$ cat config.mk
export PLATFORM = sky130hd
export DESIGN_NAME = fft_bf_sched_flat
export DESIGN_NICKNAME = d
export VERILOG_FILES = /design/src/rtl/fft_bf_sched_if.sv /design/src/rtl/fft_bf_sched.sv /design/src/flat_wrapper.sv
export SDC_FILE = /design/constraint.sdc
export NUM_CORES = 1
export LEC_CHECK = 0
export BUFFER_PORTS_ARGS = -buffer_cell sky130_fd_sc_hd__buf_2
export CAP_MARGIN = 10
export CORE_UTILIZATION = 34
export DETAILED_ROUTE_END_ITERATION = 10
export HOLD_SLACK_MARGIN = 0.03
export PLACE_DENSITY = 0.51
export SETUP_SLACK_MARGIN = 0.15
export SLEW_MARGIN = 5
export SYNTH_ARGS = -nofsm -noshare
export SYNTH_HDL_FRONTEND = slang
export SYNTH_SLANG_ARGS = --single-unit
$ cat constraint.sdc
create_clock -name clk -period 9.2 [get_ports clk]
set_input_delay 1.84 -clock clk [delete_from_list [all_inputs] [get_ports clk]]
set_output_delay 1.84 -clock clk [all_outputs]
set_load 0.01 [all_outputs]
$ cat src/rtl/fft_bf_sched_if.sv
// Frame-controller handshake plus RAM/ROM address bus of the FFT butterfly sequencer.
// The master drives start/abort, and the sequencer (slave) drives everything else.
interface fft_bf_sched_if #(
  parameter int LOG2N = 6
);
  logic             start;
  logic             abort;
  logic             busy;
  logic             done;
  logic [3:0]       stage;
  logic             rd_en;
  logic [LOG2N-1:0] rd_addr_a;
  logic [LOG2N-1:0] rd_addr_b;
  logic [LOG2N-2:0] tw_addr;
  logic             wr_en;
  logic [LOG2N-1:0] wr_addr_a;
  logic [LOG2N-1:0] wr_addr_b;

  modport master (
    output start, abort,
    input  busy, done, stage, rd_en, rd_addr_a, rd_addr_b, tw_addr,
    input  wr_en, wr_addr_a, wr_addr_b
  );

  modport slave (
    input  start, abort,
    output busy, done, stage, rd_en, rd_addr_a, rd_addr_b, tw_addr,
    output wr_en, wr_addr_a, wr_addr_b
  );
endinterface

$ cat src/rtl/fft_bf_sched.sv
// Radix-2 DIT in-place FFT sequencer: issues one butterfly per clock and generates
// read, twiddle and delayed write-back addresses. Every output is registered.
//
// state   | meaning
// IDLE    | waiting for start
// RUN     | issuing butterfly k of the current stage
// DRAIN   | WR_DLY idle cycles so the stage's writes land before the next stage reads
// DONE    | one-cycle done pulse, then back to IDLE
module fft_bf_sched #(
  parameter int LOG2N   = 6,
  parameter int MEM_LAT = 1,
  parameter int BF_LAT  = 4
) (
  input  logic           clk,
  input  logic           rst_n,
  fft_bf_sched_if.slave  bus
);
  localparam int WR_DLY = MEM_LAT + BF_LAT;
  localparam int N      = 1 << LOG2N;
  localparam int AW     = LOG2N;
  localparam int KW     = LOG2N - 1;
  localparam int TW     = LOG2N - 1;
  localparam int CW     = $clog2(WR_DLY + 1);

  typedef enum logic [1:0] {S_IDLE, S_RUN, S_DRAIN, S_DONE} state_t;

  state_t          state_q, state_d;
  logic [3:0]      stage_q, stage_d;
  logic [KW-1:0]   k_q, k_d;
  logic [CW-1:0]   cnt_q, cnt_d;
  logic            flush;

  logic            busy_q, done_q, rd_en_q;
  logic [AW-1:0]   rd_a_q, rd_b_q;
  logic [TW-1:0]   tw_q;

  logic [AW-1:0]   kx, half, mask, addr_a_d, addr_b_d;
  logic [TW-1:0]   tw_d;

  logic            dl_en_q [WR_DLY];
  logic [AW-1:0]   dl_a_q  [WR_DLY];
  logic [AW-1:0]   dl_b_q  [WR_DLY];

  always_comb begin
    state_d = state_q;
    stage_d = stage_q;
    k_d     = k_q;
    cnt_d   = cnt_q;
    flush   = 1'b0;
    case (state_q)
      S_IDLE: begin
        if (bus.start) begin
          state_d = S_RUN;
          stage_d = 4'd0;
          k_d     = '0;
        end
      end
      S_RUN: begin
        if (k_q == KW'(N/2 - 1)) begin
          state_d = S_DRAIN;
          cnt_d   = CW'(WR_DLY - 1);
        end else begin
          k_d = k_q + KW'(1);
        end
      end
      S_DRAIN: begin
        if (cnt_q == '0) begin
          if (stage_q == 4'(LOG2N - 1)) begin
            state_d = S_DONE;
          end else begin
            state_d = S_RUN;
            stage_d = stage_q + 4'd1;
            k_d     = '0;
          end
        end else begin
          cnt_d = cnt_q - CW'(1);
        end
      end
      S_DONE: begin
        state_d = S_IDLE;
        stage_d = 4'd0;
        k_d     = '0;
      end
      default: state_d = S_IDLE;
    endcase
    if (bus.abort && state_q != S_IDLE) begin
      flush   = 1'b1;
      state_d = S_IDLE;
      stage_d = 4'd0;
      k_d     = '0;
      cnt_d   = '0;
    end
  end

  // Addresses follow the next-state counters so the registered outputs line up with state_q.
  always_comb begin
    kx       = AW'(k_d);
    half     = AW'(1) << stage_d;
    mask     = half - AW'(1);
    addr_a_d = '0;
    addr_b_d = '0;
    tw_d     = '0;
    if (state_d == S_RUN) begin
      addr_a_d = ((kx >> stage_d) << (stage_d + 4'd1)) | (kx & mask);
      addr_b_d = addr_a_d | half;
      tw_d     = TW'((kx & mask) << (4'(TW) - stage_d));
    end
  end

  always_ff @(posedge clk or negedge rst_n) begin
    if (!rst_n) begin
      state_q <= S_IDLE;
      stage_q <= 4'd0;
      k_q     <= '0;
      cnt_q   <= '0;
      busy_q  <= 1'b0;
      done_q  <= 1'b0;
      rd_en_q <= 1'b0;
      rd_a_q  <= '0;
      rd_b_q  <= '0;
      tw_q    <= '0;
      for (int i = 0; i < WR_DLY; i++) begin
        dl_en_q[i] <= 1'b0;
        dl_a_q[i]  <= '0;
        dl_b_q[i]  <= '0;
      end
    end else begin
      state_q <= state_d;
      stage_q <= stage_d;
      k_q     <= k_d;
      cnt_q   <= cnt_d;
      busy_q  <= (state_d == S_RUN) || (state_d == S_DRAIN);
      done_q  <= (state_d == S_DONE);
      rd_en_q <= (state_d == S_RUN);
      rd_a_q  <= addr_a_d;
      rd_b_q  <= addr_b_d;
      tw_q    <= tw_d;
      if (flush) begin
        for (int i = 0; i < WR_DLY; i++) begin
          dl_en_q[i] <= 1'b0;
          dl_a_q[i]  <= '0;
          dl_b_q[i]  <= '0;
        end
      end else begin
        dl_en_q[0] <= rd_en_q;
        dl_a_q[0]  <= rd_a_q;
        dl_b_q[0]  <= rd_b_q;
        for (int i = 1; i < WR_DLY; i++) begin
          dl_en_q[i] <= dl_en_q[i-1];
          dl_a_q[i]  <= dl_a_q[i-1];
          dl_b_q[i]  <= dl_b_q[i-1];
        end
      end
    end
  end

  assign bus.busy      = busy_q;
  assign bus.done      = done_q;
  assign bus.stage     = stage_q;
  assign bus.rd_en     = rd_en_q;
  assign bus.rd_addr_a = rd_a_q;
  assign bus.rd_addr_b = rd_b_q;
  assign bus.tw_addr   = tw_q;
  assign bus.wr_en     = dl_en_q[WR_DLY-1];
  assign bus.wr_addr_a = dl_a_q[WR_DLY-1];
  assign bus.wr_addr_b = dl_b_q[WR_DLY-1];
endmodule

$ cat src/flat_wrapper.sv
// flat-port wrapper written by rule: the top's interface ports become plain ports
module fft_bf_sched_flat 
#(
  parameter int LOG2N   = 6,
  parameter int MEM_LAT = 1,
  parameter int BF_LAT  = 4
)
  (clk, rst_n, bus_start, bus_abort, bus_busy, bus_done, bus_stage, bus_rd_en, bus_rd_addr_a, bus_rd_addr_b, bus_tw_addr, bus_wr_en, bus_wr_addr_a, bus_wr_addr_b);
  fft_bf_sched_if #(.LOG2N(LOG2N)) bus_i ();
  input  logic clk;
  input  logic rst_n;
  input wire logic [$bits(bus_i.start)-1:0] bus_start;
  input wire logic [$bits(bus_i.abort)-1:0] bus_abort;
  output wire logic [$bits(bus_i.busy)-1:0] bus_busy;
  output wire logic [$bits(bus_i.done)-1:0] bus_done;
  output wire logic [$bits(bus_i.stage)-1:0] bus_stage;
  output wire logic [$bits(bus_i.rd_en)-1:0] bus_rd_en;
  output wire logic [$bits(bus_i.rd_addr_a)-1:0] bus_rd_addr_a;
  output wire logic [$bits(bus_i.rd_addr_b)-1:0] bus_rd_addr_b;
  output wire logic [$bits(bus_i.tw_addr)-1:0] bus_tw_addr;
  output wire logic [$bits(bus_i.wr_en)-1:0] bus_wr_en;
  output wire logic [$bits(bus_i.wr_addr_a)-1:0] bus_wr_addr_a;
  output wire logic [$bits(bus_i.wr_addr_b)-1:0] bus_wr_addr_b;
  assign bus_i.start = bus_start;
  assign bus_i.abort = bus_abort;
  assign bus_busy = bus_i.busy;
  assign bus_done = bus_i.done;
  assign bus_stage = bus_i.stage;
  assign bus_rd_en = bus_i.rd_en;
  assign bus_rd_addr_a = bus_i.rd_addr_a;
  assign bus_rd_addr_b = bus_i.rd_addr_b;
  assign bus_tw_addr = bus_i.tw_addr;
  assign bus_wr_en = bus_i.wr_en;
  assign bus_wr_addr_a = bus_i.wr_addr_a;
  assign bus_wr_addr_b = bus_i.wr_addr_b;
  fft_bf_sched #(.LOG2N(LOG2N), .MEM_LAT(MEM_LAT), .BF_LAT(BF_LAT)) u_core (.clk(clk), .rst_n(rst_n), .bus(bus_i));
endmodule
# --- After elaboration in Yosys (flattened, before gate mapping) ---
# Index checks and enable logic that the tools add are counted.
# W data, S select, Z words.
op_classes:
  n_eq_ne: 10
  n_reduce_logical: 7
  muxes: 28
  addsub: 6
  bitwise: 3
  n_shift: 4
ops:
  columns: ["cell", "n"]
  rows:
  - ["$mux W30", 2]
  - ["$mux W5", 7]
  - ["$pmux W5 S4", 1]
  - ["$mux W4", 4]
  - ["$mux W6", 2]
  - ["$or A6 B6 Y6", 2]
  - ["$pmux W4 S3", 1]
  - ["$mux W2", 5]
  - ["$mux W3", 3]
  - ["$add A4 B1 Y4 const B", 2]
  - ["$eq A2 B2 Y1 const B", 4]
  - ["$pmux W2 S4", 1]
  - ["$and A5 B6 Y6", 1]
  - ["$pmux W3 S2", 1]
  - ["$shl A1 B4 Y6 const A", 1]
  - ["$shl A6 B4 Y5", 1]
  - ["$shl A6 B4 Y6", 1]
  - ["$shr A5 B4 Y6", 1]
  - ["$sub A6 B1 Y6 const B", 1]
  - ["$add A5 B1 Y5 const B", 1]
  - ["$eq A5 B5 Y1 const B", 1]
  - ["$eq A2 B1 Y1 const B", 2]
  - ["$eq A4 B3 Y1 const B", 1]
  - ["$sub A3 B4 Y4 const A", 1]
  - ["11 further kinds", 11]
word_totals:
  register_bits: 99
  wordCells: 83
  input_bits: 4

# --- Longest topological paths before layout ---
# Gate-level depths: netlist of run 1.
depth:
  word_depth: 11
  mapped_depth: 16

# --- Least setup slack after synthesis of run 1 ---
# Ideal clock, no wire load.
synth_path:
  path_type: "input port to flip-flop"
  start: "in bus_start"
  end: "reg u_core.rd_b_q[4] (netlist: u_core.bus.rd_addr_b[4])"
  slack_ns: 5.197
  t_arrival_ns: 3.879
  stages: 9
  n_path_buf: 1
  path_cell_list: "nor2b_1 -> a2111oi_4 -> o22a_4 -> buf_2 -> ha_1 -> or3_1 -> a22oi_1 -> o32ai_1 -> or2_1"
synth_between:
  elab_chain_cells: 9
  elab_cells_between_ends: 19
  cone_classes: "add/sub (2); eq/ne (1); shift (3); mux (10); bitwise (3)"
synth_lines:
  columns: ["item", "line", "text"]
  rows:
  - ["start, declared", "flat_wrapper.sv:12", "input wire logic [$bits(bus_i.start)-1:0] bus_start;"]
  - ["branches (longest 8 deep; another with $add A4 B1 Y4)", null, null]
  - ["$mux W6 *", "fft_bf_sched.sv:103", "if (state_d == S_RUN) begin"]
  - ["net u_core.addr_b_d[4]", "fft_bf_sched.sv:37", "logic [AW-1:0] kx, half, mask, addr_a_d, addr_b_d;"]
  - ["end signal, assigned", "fft_bf_sched.sv:136", "rd_b_q <= addr_b_d;"]
  - ["end, declared", "fft_bf_sched.sv:34", "logic [AW-1:0] rd_a_q, rd_b_q;"]
# Mark *: on every way through the listed nets, which the timed path passes.
# A chain may end at the register's enable or synchronous reset.

# --- Worst setup path after layout of run 1 ---
layout_path:
  start: "in bus_abort"
  end: "reg u_core.tw_q[3] (netlist: u_core.bus.tw_addr[3])"
layout_between:
  elab_chain_cells: 7
  elab_cells_between_ends: 11
  cone_classes: "add/sub (2); eq/ne (1); shift (2); mux (4); bitwise (1); reduce/logical (1)"
layout_lines:
  columns: ["item", "line", "text"]
  rows:
  - ["start, declared", "flat_wrapper.sv:13", "input wire logic [$bits(bus_i.abort)-1:0] bus_abort;"]
  - ["$logic_and A1 B1 Y1 *", "fft_bf_sched.sv:86", "if (bus.abort && state_q != S_IDLE) begin"]
  - ["$mux W4 *", "fft_bf_sched.sv:86", null]
  - ["net u_core.stage_d[3]", "fft_bf_sched.sv:28", "logic [3:0] stage_q, stage_d;"]
  - ["$shl A1 B4 Y6", "fft_bf_sched.sv:98", "half = AW'(1) << stage_d;"]
  - ["$sub A6 B1 Y6", "fft_bf_sched.sv:99", "mask = half - AW'(1);"]
  - ["$and A5 B6 Y6", "fft_bf_sched.sv:106", "tw_d = TW'((kx & mask) << (4'(TW) - stage_d));"]
  - ["$shl A6 B4 Y5 *", "fft_bf_sched.sv:106", null]
  - ["$mux W5 *", "fft_bf_sched.sv:103", null]
  - ["net u_core.tw_d[3]", "fft_bf_sched.sv:38", "logic [TW-1:0] tw_d;"]
  - ["end signal, assigned", "fft_bf_sched.sv:137", "tw_q <= tw_d;"]
  - ["end, declared", "fft_bf_sched.sv:35", "logic [TW-1:0] tw_q;"]
# The timed path passes the listed nets; every way through them passes the cells marked *.

==> flow_metrics.py, run 1 <==
metrics = {
    "final_layout": {
        "final_net_count": 460,
        "num_antenna_cells": 0,
        "drive_above_1_share_pct": 16.9,
        "fill_cells": 1243,
        "area.growth.synth_to_final_pct": 13.6,
        "sequential_cell_area_um2": 2480,
        "multi_input_comb_area_um2": 1830,
    },
    "synth": {
        "synth_seq_cells": 99,
        "synth.top_cells.by_area": "sky130_fd_sc_hd__dfrtp_1, sky130_fd_sc_hd__and2_1, sky130_fd_sc_hd__ha_1",
        "synth_area_per_cell_um2": 11.0,
        "yosys.cell_count.top_type": "sky130_fd_sc_hd__dfrtp_1",
        "synth.yosys.seq_area_share_pct": 54.4,
        "dominant_combinational_cell_family_by_area_after_synthesis": "simple AND/OR/NAND/NOR gates",
        "synth_nets": 436,
        "synth.area.mux_share_pct": 0.687,
        "synth_async_sr_flop_share_pct": 100,
        "post_synthesis_compound_gate_area_fraction_pct": 13.6,
        "synth.lib_cells_used.distinct": 67,
        "ys_dominant_reg_cell": "sky130_fd_sc_hd__dfrtp_1",
        "netlist_top_cells_count": "sky130_fd_sc_hd__dfrtp_1, sky130_fd_sc_hd__and2_1, sky130_fd_sc_hd__nand2_1",
        "synth.cell_area_um2": 4550,
        "synth_top_cell_by_area": "sky130_fd_sc_hd__dfrtp_1",
        "synth-warning-count": 0,
        "synth_edf_count": 0,
        "synthCells": 415,
        "synth_largest_type_area_fraction_pct": 54.4,
        "yosys.area_share.adder_pct": 4.67,
        "post_synth_and_or_nand_nor_area_fraction_pct": 20.4,
        "synthXorXnorAreaFrac_pct": 0.770,
    },
    "worst_setup_path": {
        "r2r_start": "u_core.state_q[0]$_DFF_PN0_",
        "worst-endpoint-required_ns": 9.43,
        "critical_path.endpoint_type": "flop",
        "worst_path_maximum_fanout": 70,
        "r2r_end": "u_core.bus.tw_addr[3]$_DFF_PN0_",
        "r2r_cells": 14,
        "timing.critical_path.from_type": "input pin",
        "worst-r2r-setup-slack_ns": 5.02,
        "worstSetupPathType": "input pin to flop",
        "arrival_ns": 5.00,
    },
    "cts": {
        "root_buffer": "sky130_fd_sc_hd__clkbuf_16",
        "clock_latency_on_the_worst_skew_pair_ns": 0.34,
        "post_cts_resize_count": 0,
        "cts_tree": "yes",
        "htree_num_levels": 3,
        "clock_path_buffers": 2,
        "cts_sinks": 99,
        "postCtsSetupBuffers": 0,
        "cts_hold_repair.buffers": 0,
        "cts_inserted_buffers": 9,
        "clkTransAtPathRegs_ns": 0.07,
    },
    "drt": {
        "wirelength_um": 9130,
        "first_iter_violations": 263,
        "ratio_of_routed_vias_to_standard_cells": 4.98,
        "detail_route.first_pass.iterations": 4,
        "drt_drc_violations_left": 0,
        "vias": 3069,
        "antenna_violating_nets_post_route": 0,
        "routedWlPerCell_um": 14.8,
    },
    "hold_path": {
        "hold_path.startpoint": "u_core.dl_a_q[6]$_DFF_PN0_",
        "worstHoldPathCells": 1,
        "whs_endpoint": "u_core.bus.wr_addr_a[0]$_DFF_PN0_",
        "min_path_type": "flop to flop",
    },
    "timing": {
        "fin_tns_setup_ns": 0,
        "min_period_ns": 4.77,
        "setup_violations": 0,
        "fin_hold_ws_ns": 0.445,
        "report.final.hold_viol_count": 0,
        "slew_viol_final": 0,
        "grt_setup_unrepaired": "no",
        "maxSlewHeadroom_pct": 31.0,
        "tightestPinTransition_ns": 1.04,
        "fin_ws_ns": 4.43,
        "achievable-frequency_ghz": 0.210,
        "final.setup_skew_ns": 0.0110,
        "final_period_util_pct": 51.9,
    },
    "global_routing": {
        "number_of_antenna_violations_at_the_first_check_in_global_routing": 0,
        "wire_length_of_the_first_global_routing_pass_um": 15600,
        "groute.usage.overall_pct": 14.3,
        "number_of_global_route_vias_before_repair": 3041,
        "total_global_routing_overflow": 0,
        "grt_max_degree": 84,
    },
    "power": {
        "vdd.ir_drop.worst_mv": 0.0822,
        "total_leakage_power_nw": 2.54,
        "p_per_area_nw_per_um2": 220,
    },
    "floorplan": {
        "design.portCount": 41,
        "initial_core_util_pct": 35.5,
        "design.die.area_um2": 13900,
        "die_h_um": 118,
        "floorplan.die.width_um": 118,
        "placement_rows": 41,
        "fp.coreArea_um2": 12800,
    },
    "placed_design": {
        "globalplace.congestion": 0.887,
        "post-dp-hpwl_um": 6130,
        "dpl_worst_slack_ns": 4.05,
        "io_buffers": 40,
    },
    "flow_run": {
        "maxCapViolations": 0,
    },
    "outcome": {
        "run_status": "finished, final reports clean",
    },
}
[state kept, by name, indices dropped and copies added, names as in the netlist]
register              flops
u_core.bus.wr_addr_b      6
u_core.k_q                5
u_core.bus.rd_en          1
u_core.dl_b_q            24
u_core.bus.tw_addr        5
u_core.dl_a_q            24
u_core.bus.rd_addr_b      6
u_core.bus.done           1
u_core.dl_en_q            4
u_core.bus.wr_en          1
u_core.bus.rd_addr_a      6
u_core.cnt_q              3
u_core.bus.wr_addr_a      6
u_core.bus.stage          4
u_core.state_q            2
u_core.bus.busy           1
[power breakdown]
| part | internal (W) | total [W] | switching, W |
|---|---|---|---|
| Clock | 0.000272 | 0.000441 | 0.000169 |
| Sequential | 0.000475 | 0.000491 | 0.0000163 |
| Combinational | 0.0000667 | 0.000205 | 0.000138 |
| Total | 0.000813 | 0.00114 | 0.000324 |
[worst max-delay path by stage]
stage                     cells past startpoint                                 to  slack (ns)      start
after floorplan                               9  u_core.bus.rd_addr_b[4]$_DFF_PN0_        5.20  bus_start
after global placement                       13    u_core.bus.tw_addr[2]$_DFF_PN0_        4.01  bus_abort
after detailed placement                     13    u_core.bus.tw_addr[2]$_DFF_PN0_        4.05  bus_abort
after CTS                                    13    u_core.bus.tw_addr[2]$_DFF_PN0_        4.38  bus_abort
after global routing                         13    u_core.bus.tw_addr[2]$_DFF_PN0_        4.00  bus_abort
final                                        13    u_core.bus.tw_addr[3]$_DFF_PN0_        4.43  bus_abort
[worst max-delay path: stages]
cell                       delay (ns)
sky130_fd_sc_hd__buf_2           0.13
sky130_fd_sc_hd__nand2b_2        0.71
sky130_fd_sc_hd__nand2_1         0.24
sky130_fd_sc_hd__nor4b_1         0.56
sky130_fd_sc_hd__a21oi_2         0.20
sky130_fd_sc_hd__inv_2           0.16
sky130_fd_sc_hd__nor2_4          0.08
sky130_fd_sc_hd__nand2_1         0.15
sky130_fd_sc_hd__ha_1            0.25
sky130_fd_sc_hd__and3b_1         0.21
sky130_fd_sc_hd__nor2_1          0.14
sky130_fd_sc_hd__o21ai_0         0.11
sky130_fd_sc_hd__o21a_1          0.20
[through the flow]
step	utilization [%]	total power, W	instances	instance area, µm²
2_1_floorplan	-	0.000651	415	4550
4_1_cts	40.3	0.00115	616	5170
3_3_place_gp	37.6	0.000708	600	4820
3_5_place_dp	37.6	0.000707	600	4820
5_1_grt	40.3	0.00120	616	5170
6_report	40.3	0.00114	616	5170
[cell usage in the layout, fill, tap and decap left out, types with 3 or more instances in the layout]
cell type	synthesis	layout
sky130_fd_sc_hd__dfrtp_1	99	99
sky130_fd_sc_hd__and2_1	67	67
sky130_fd_sc_hd__buf_2	5	39
sky130_fd_sc_hd__nand2_1	22	22
sky130_fd_sc_hd__inv_1	18	18
sky130_fd_sc_hd__a21oi_1	17	17
sky130_fd_sc_hd__ha_1	17	17
sky130_fd_sc_hd__nor2_1	16	16
sky130_fd_sc_hd__o21ai_0	9	9
sky130_fd_sc_hd__nor3_1	9	9
sky130_fd_sc_hd__clkbuf_16	0	9
sky130_fd_sc_hd__nand3_1	8	8
sky130_fd_sc_hd__nor2b_1	7	7
sky130_fd_sc_hd__or3_1	7	7
sky130_fd_sc_hd__o21a_1	6	6
sky130_fd_sc_hd__o211ai_1	6	6
sky130_fd_sc_hd__o2111ai_1	4	4
sky130_fd_sc_hd__o21ai_1	4	4
sky130_fd_sc_hd__nand4_1	4	4
sky130_fd_sc_hd__xnor2_1	4	4
sky130_fd_sc_hd__nand2b_1	3	3
sky130_fd_sc_hd__a22oi_1	3	3
sky130_fd_sc_hd__a31oi_1	3	3
sky130_fd_sc_hd__o22ai_1	3	3
sky130_fd_sc_hd__bufinv_16	0	3
[cell type report]
type	count	area share, %
repair buffers	41	4.06
inverters	22	1.65
clock buffers	9	4.36
flip-flops and latches	99	47.9
well taps	172	4.16
clock inverters	7	2.52
multi-input cells	266	35.3
[layer usage]
layer | share of wire (%) | global-route usage [%] | vias to the layer above
met1 | 45 | 19.1 | 1476
met5 | 0 | 0 | -
li1 | - | - | 1476
met2 | 48 | 22.2 | 96
met3 | 4.6 | 2.47 | 21
met4 | 2.9 | 7.69 | 0
[logic make-up after synthesis]
| kind of cell | Yosys count |
|---|---|
| XOR/XNOR | 4 |
| multiplexers | 3 |
| buffers and inverters | 50 |
| AND/OR/NAND/NOR | 160 |
| adder cells (fa/ha/maj) | 17 |
| AO/OA/AOI/OAI | 82 |
| flip-flops | 99 |
(Power assumes the default switching activity.)
==> run 2: changes to the inputs <==
==> constraint.sdc (replaced) <==
create_clock -name clk -period 4.4 [get_ports clk]
set_input_delay 0.88 -clock clk [delete_from_list [all_inputs] [get_ports clk]]
set_output_delay 0.88 -clock clk [all_outputs]
set_load 0.01 [all_outputs]
==> flow_metrics.py, run 2 (synthesis results as in run 1) <==
metrics = {
    "cts": {
        "clock_latency_on_the_worst_skew_pair_ns": 0.34,
        "clkTransAtPathRegs_ns": 0.08,
        "cts_inserted_buffers": 9,
        "postCtsSetupBuffers": 0,
        "post_cts_resize_count": 0,
        "cts_hold_repair.buffers": 0,
        "root_buffer": "sky130_fd_sc_hd__clkbuf_16",
        "htree_num_levels": 3,
        "cts_sinks": 99,
        "clock_path_buffers": 2,
        "cts_tree": "yes",
    },
    "hold_path": {
        "hold_path.startpoint": "u_core.dl_a_q[29]$_DFF_PN0_",
        "whs_endpoint": "u_core.dl_a_q[23]$_DFF_PN0_",
        "min_path_type": "flop to flop",
        "worstHoldPathCells": 1,
    },
    "worst_setup_path": {
        "arrival_ns": 3.99,
        "worst-r2r-setup-slack_ns": 0.68,
        "worstSetupPathType": "flop to flop",
        "timing.critical_path.from_type": "flop",
        "r2r_cells": 13,
        "worst_path_maximum_fanout": 15,
        "critical_path.endpoint_type": "flop",
        "r2r_start": "u_core.state_q[1]$_DFF_PN0_",
        "r2r_end": "u_core.bus.rd_addr_a[4]$_DFF_PN0_",
        "worst-endpoint-required_ns": 4.67,
    },
    "placed_design": {
        "dpl_cell_area_um2": 4840,
        "dpl_worst_slack_ns": 0.769,
        "io_buffers": 40,
        "globalplace.congestion": 0.891,
        "post-dp-hpwl_um": 6440,
    },
    "outcome": {
        "run_status": "finished, final reports clean",
    },
    "power": {
        "p_per_area_nw_per_um2": 453,
        "total_leakage_power_nw": 2.54,
        "design_power_total_w": 0.00234,
        "vdd.ir_drop.worst_mv": 0.216,
    },
    "timing": {
        "fin_ws_ns": 0.679,
        "maxSlewHeadroom_pct": 33.2,
        "slew_viol_final": 0,
        "fin_tns_setup_ns": 0,
        "setup_violations": 0,
        "tightestPinTransition_ns": 1.00,
        "final_period_util_pct": 84.6,
        "grt_setup_unrepaired": "no",
        "final.setup_skew_ns": 0.0106,
        "min_period_ns": 3.72,
        "achievable-frequency_ghz": 0.269,
        "report.final.hold_viol_count": 0,
    },
    "drt": {
        "antenna_violating_nets_post_route": 0,
        "ratio_of_routed_vias_to_standard_cells": 4.98,
        "drt_drc_violations_left": 0,
        "wirelength_um": 9540,
        "vias": 3082,
        "first_iter_violations": 226,
        "detail_route.first_pass.iterations": 4,
        "routedWlPerCell_um": 15.4,
    },
    "global_routing": {
        "number_of_global_route_vias_before_repair": 2948,
        "groute.usage.overall_pct": 14.5,
        "number_of_antenna_violations_at_the_first_check_in_global_routing": 0,
        "grt_max_degree": 80,
        "total_global_routing_overflow": 0,
        "wire_length_of_the_first_global_routing_pass_um": 15700,
    },
    "final_layout": {
        "layout_commonest_cell": "sky130_fd_sc_hd__dfrtp_1",
        "final_design_area_no_fill_um2": 5170,
        "fill_cells": 1287,
        "area.growth.synth_to_final_pct": 13.6,
        "reg.largest.list": "u_core.dl_a_q (24), u_core.dl_b_q (24)",
        "layout.cells.most_common_list": "sky130_fd_sc_hd__dfrtp_1, sky130_fd_sc_hd__and2_1, sky130_fd_sc_hd__buf_2, sky130_fd_sc_hd__nand2_1, sky130_fd_sc_hd__inv_1",
        "final_net_count": 463,
        "sequential_cell_area_um2": 2480,
        "num_antenna_cells": 0,
        "drive_above_1_share_pct": 17.4,
        "multi_input_comb_area_um2": 1830,
    },
    "floorplan": {
        "design.portCount": 41,
        "placement_rows": 41,
        "initial_core_util_pct": 35.5,
        "die_h_um": 118,
        "design.die.area_um2": 13900,
        "fp.coreArea_um2": 12800,
        "floorplan.die.width_um": 118,
    },
    "flow_run": {
        "maxCapViolations": 0,
    },
}
[run 2: cell count changes in the layout (fill, tap and decap cells not counted), sizes merged]
cell,before,now
buf,41,44
clkinvlp,0,1
inv,25,24
bufinv,3,2
clkinv,1,2
[run 2: worst max-delay path, stage by stage, from the launching register on]
cell and delay, ns:
sky130_fd_sc_hd__dfrtp_1 0.41, sky130_fd_sc_hd__inv_1 0.09, sky130_fd_sc_hd__ha_1 0.39, sky130_fd_sc_hd__nor2b_1 0.24
sky130_fd_sc_hd__o22ai_2 0.22, sky130_fd_sc_hd__nor2b_1 0.09, sky130_fd_sc_hd__buf_4 0.17, sky130_fd_sc_hd__nor2_2 0.35
sky130_fd_sc_hd__inv_1 0.13, sky130_fd_sc_hd__ha_1 0.20, sky130_fd_sc_hd__ha_1 0.36, sky130_fd_sc_hd__nand4_1 0.26
sky130_fd_sc_hd__o32ai_1 0.53, sky130_fd_sc_hd__a31o_1 0.20
[run 2: stage by stage]
stage,util (%),hold slack (ns),cells
after floorplan,-,0.428,415
after global placement,37.7,0.430,603
after detailed placement,37.7,0.433,603
after CTS,40.3,0.449,619
after global routing,40.3,0.459,619
final,40.3,0.447,619
[run 2: where the power goes]
group          internal (W)  total (W)  switching, W
Combinational      0.000149   0.000446      0.000297
Sequential         0.000993    0.00103     0.0000343
Clock              0.000510   0.000871      0.000362
Total               0.00165    0.00234      0.000693
[run 2: cell type report]
class,count,area share [%]
Clock buffer,9,4.36
Clock inverter,7,2.08
Inverter,22,1.65
Multi-Input combinational cell,266,35.3
Sequential cell,99,47.9
Tap cell,172,4.16
Timing Repair Buffer,44,4.50
[run 2: routing by layer]
layer,wire length [µm],global-route usage [%]
met5,0,0
met4,147,5.45
met3,429,3.05
met2,4610,23.1
met1,4360,19.4
[run 2: how the worst max path moves through the flow]
stage	startpoint	endpoint	slack, ns	depth (start not counted)
after floorplan	u_core.bus.stage[0]$_DFF_PN0_	u_core.bus.tw_addr[4]$_DFF_PN0_	1.19	13
after global placement	u_core.state_q[1]$_DFF_PN0_	u_core.bus.rd_addr_b[4]$_DFF_PN0_	0.66	13
after detailed placement	u_core.state_q[1]$_DFF_PN0_	u_core.bus.rd_addr_b[4]$_DFF_PN0_	0.77	13
after CTS	u_core.state_q[1]$_DFF_PN0_	u_core.bus.rd_addr_b[4]$_DFF_PN0_	0.73	13
after global routing	u_core.state_q[0]$_DFF_PN0_	u_core.bus.tw_addr[2]$_DFF_PN0_	0.41	14
final	u_core.state_q[1]$_DFF_PN0_	u_core.bus.rd_addr_a[4]$_DFF_PN0_	0.68	13
==> run 3: changes to the inputs <==
==> constraint.sdc (replaced) <==
create_clock -name clk -period 3.43 [get_ports clk]
set_input_delay 0.686 -clock clk [delete_from_list [all_inputs] [get_ports clk]]
set_output_delay 0.686 -clock clk [all_outputs]
set_load 0.01 [all_outputs]
==> flow_metrics.py, run 3 (synthesis results as in run 1) <==
metrics = {
    "global_routing": {
        "groute.usage.overall_pct": 15.3,
        "wire_length_of_the_first_global_routing_pass_um": 16500,
        "number_of_antenna_violations_at_the_first_check_in_global_routing": 0,
        "grt_max_degree": 66,
        "number_of_global_route_vias_before_repair": 3114,
        "total_global_routing_overflow": 0,
    },
    "placed_design": {
        "globalplace.congestion": 0.908,
        "io_buffers": 40,
        "post-dp-hpwl_um": 6610,
    },
    "cts": {
        "clock_latency_on_the_worst_skew_pair_ns": 0.35,
        "cts_tree": "yes",
        "clock_path_buffers": 2,
        "cts_sinks": 99,
        "cts_inserted_buffers": 9,
        "cts_hold_repair.buffers": 0,
        "clkTransAtPathRegs_ns": 0.07,
        "root_buffer": "sky130_fd_sc_hd__clkbuf_16",
        "htree_num_levels": 3,
    },
    "drt": {
        "routedWlPerCell_um": 15.3,
        "ratio_of_routed_vias_to_standard_cells": 4.92,
        "wirelength_um": 9780,
        "antenna_violating_nets_post_route": 0,
        "detail_route.first_pass.iterations": 4,
        "first_iter_violations": 275,
        "vias": 3149,
        "drt_drc_violations_left": 0,
    },
    "timing": {
        "maxSlewHeadroom_pct": 53.1,
        "achievable-frequency_ghz": 0.325,
        "slew_viol_final": 0,
        "grt_setup_unrepaired": "no",
        "tightestPinTransition_ns": 0.703,
        "final.setup_skew_ns": 0.00638,
        "fin_tns_setup_ns": 0,
        "min_period_ns": 3.08,
        "final_period_util_pct": 89.7,
        "report.final.hold_viol_count": 0,
        "setup_violations": 0,
    },
    "floorplan": {
        "die_h_um": 118,
        "fp.coreArea_um2": 12800,
        "placement_rows": 41,
        "design.die.area_um2": 13900,
        "design.portCount": 41,
        "floorplan.die.width_um": 118,
        "initial_core_util_pct": 35.5,
    },
    "power": {
        "p_per_area_nw_per_um2": 548,
        "vdd.ir_drop.worst_mv": 0.209,
        "total_leakage_power_nw": 2.64,
    },
    "final_layout": {
        "num_antenna_cells": 0,
        "reg.largest.list": "u_core.dl_a_q (24), u_core.dl_b_q (24)",
        "layout.cells.most_common_list": "sky130_fd_sc_hd__dfrtp_1, sky130_fd_sc_hd__and2_1, sky130_fd_sc_hd__buf_2, sky130_fd_sc_hd__buf_4, sky130_fd_sc_hd__nand2_1",
        "fin_util_pct": 41.6,
        "area.growth.synth_to_final_pct": 17.3,
        "final_net_count": 484,
        "drive_above_1_share_pct": 23.5,
        "layout_commonest_cell": "sky130_fd_sc_hd__dfrtp_1",
    },
    "worst_setup_path": {
        "r2r_cells": 11,
        "worst_path_maximum_fanout": 8,
        "r2r_start": "u_core.bus.stage[0]$_DFF_PN0_",
        "timing.critical_path.from_type": "flop",
        "critPathLaunch": "u_core.bus.stage[0]$_DFF_PN0_",
        "arrival_ns": 3.31,
        "worstSetupPathType": "flop to flop",
        "worst-endpoint-required_ns": 3.66,
        "worst-r2r-setup-slack_ns": 0.35,
        "worstSetupEndpoint": "u_core.bus.rd_addr_b[4]$_DFF_PN0_",
        "r2r_end": "u_core.bus.rd_addr_b[4]$_DFF_PN0_",
        "critical_path.endpoint_type": "flop",
    },
    "flow_run": {
        "maxCapViolations": 0,
    },
    "hold_path": {
        "min_path_type": "input pin to async pin",
    },
    "outcome": {
        "run_status": "finished, final reports clean",
    },
}
==> run 3: changes by cell type in the layout (fill, tap and decap cells not counted), sizes merged <==
cell | previous run | this run
clkinv | 2 | 4
buf | 44 | 65
clkinvlp | 1 | 0
bufinv | 2 | 0
clkbuf | 9 | 10
==> run 3: layer usage <==
metal	vias to the layer above	part of all wire (%)	GRT usage, %	wire (µm)
li1	1524	-	-	-
met5	-	0	0	0
met4	0	1.7	6.41	163
met3	10	3.7	3.49	357
met2	59	49	24.9	4780
met1	1556	46	19.6	4470
==> run 3: worst min path at each step <==
stage                               startpoint                           endpoint  slack, ns  depth (start not counted)
floorplan                                rst_n          u_core.bus.busy$_DFF_PN0_       0.39                          0
global placement    u_core.dl_b_q[7]$_DFF_PN0_  u_core.bus.wr_addr_b[1]$_DFF_PN0_       0.43                          1
detailed placement  u_core.dl_a_q[8]$_DFF_PN0_  u_core.bus.wr_addr_a[2]$_DFF_PN0_       0.43                          1
CTS                                      rst_n        u_core.dl_a_q[16]$_DFF_PN0_       0.41                          1
global route                             rst_n        u_core.dl_en_q[4]$_DFF_PN0_       0.44                          1
finish                                   rst_n         u_core.bus.wr_en$_DFF_PN0_       0.39                          1
==> run 3: area by class of cell <==
class	instances	area (µm²)
clock inverters	6	47.5
well taps	172	215
flip-flops and latches	99	2480
multi-input cells	266	1870
inverters	22	85.1
clock buffers	10	239
repair buffers	65	403
fillers	1276	7480
==> run 3: worst max-delay path: stages (launching register included) <==
cell and delay [ns]:
sky130_fd_sc_hd__dfrtp_2 0.46, sky130_fd_sc_hd__ha_2 0.23, sky130_fd_sc_hd__and3b_2 0.25, sky130_fd_sc_hd__o21a_1 0.19
sky130_fd_sc_hd__o211a_2 0.29, sky130_fd_sc_hd__nor2_4 0.15, sky130_fd_sc_hd__inv_1 0.08, sky130_fd_sc_hd__ha_1 0.29
sky130_fd_sc_hd__or3_1 0.38, sky130_fd_sc_hd__a22oi_1 0.26, sky130_fd_sc_hd__o32ai_2 0.15, sky130_fd_sc_hd__or2_1 0.25
==> run 3: where the power goes <==
group	total, W	internal (W)	leakage, nW	switching (W)
combinational	0.000626	0.000236	1.13	0.000390
clock	0.000985	0.000521	0.145	0.000464
sequential	0.00132	0.00127	1.36	0.0000422
==> run 3: timing repair <==
action | CTS | global route
endpoints found under the hold margin | 0 | 0
setup endpoints to repair | 3 | 15
buffers inserted | 2 | 2
gates resized for setup | 1 | 11
pin swaps | 1 | 0
cloned | 0 | 0
==> run 3: metrics by stage <==
stage          instance area (µm²)  setup slack, ns  hold WS [ns]  total power, W  cells
5_1_grt                       5340            0.158         0.444         0.00310    640
4_1_cts                       5290            0.194         0.413         0.00296    638
6_report                      5340            0.352         0.385         0.00293    640
3_5_place_dp                  4980            0.139         0.433         0.00196    620
2_1_floorplan                 4550            0.217         0.390         0.00175    415
3_3_place_gp                  4980           0.0517         0.429         0.00196    620
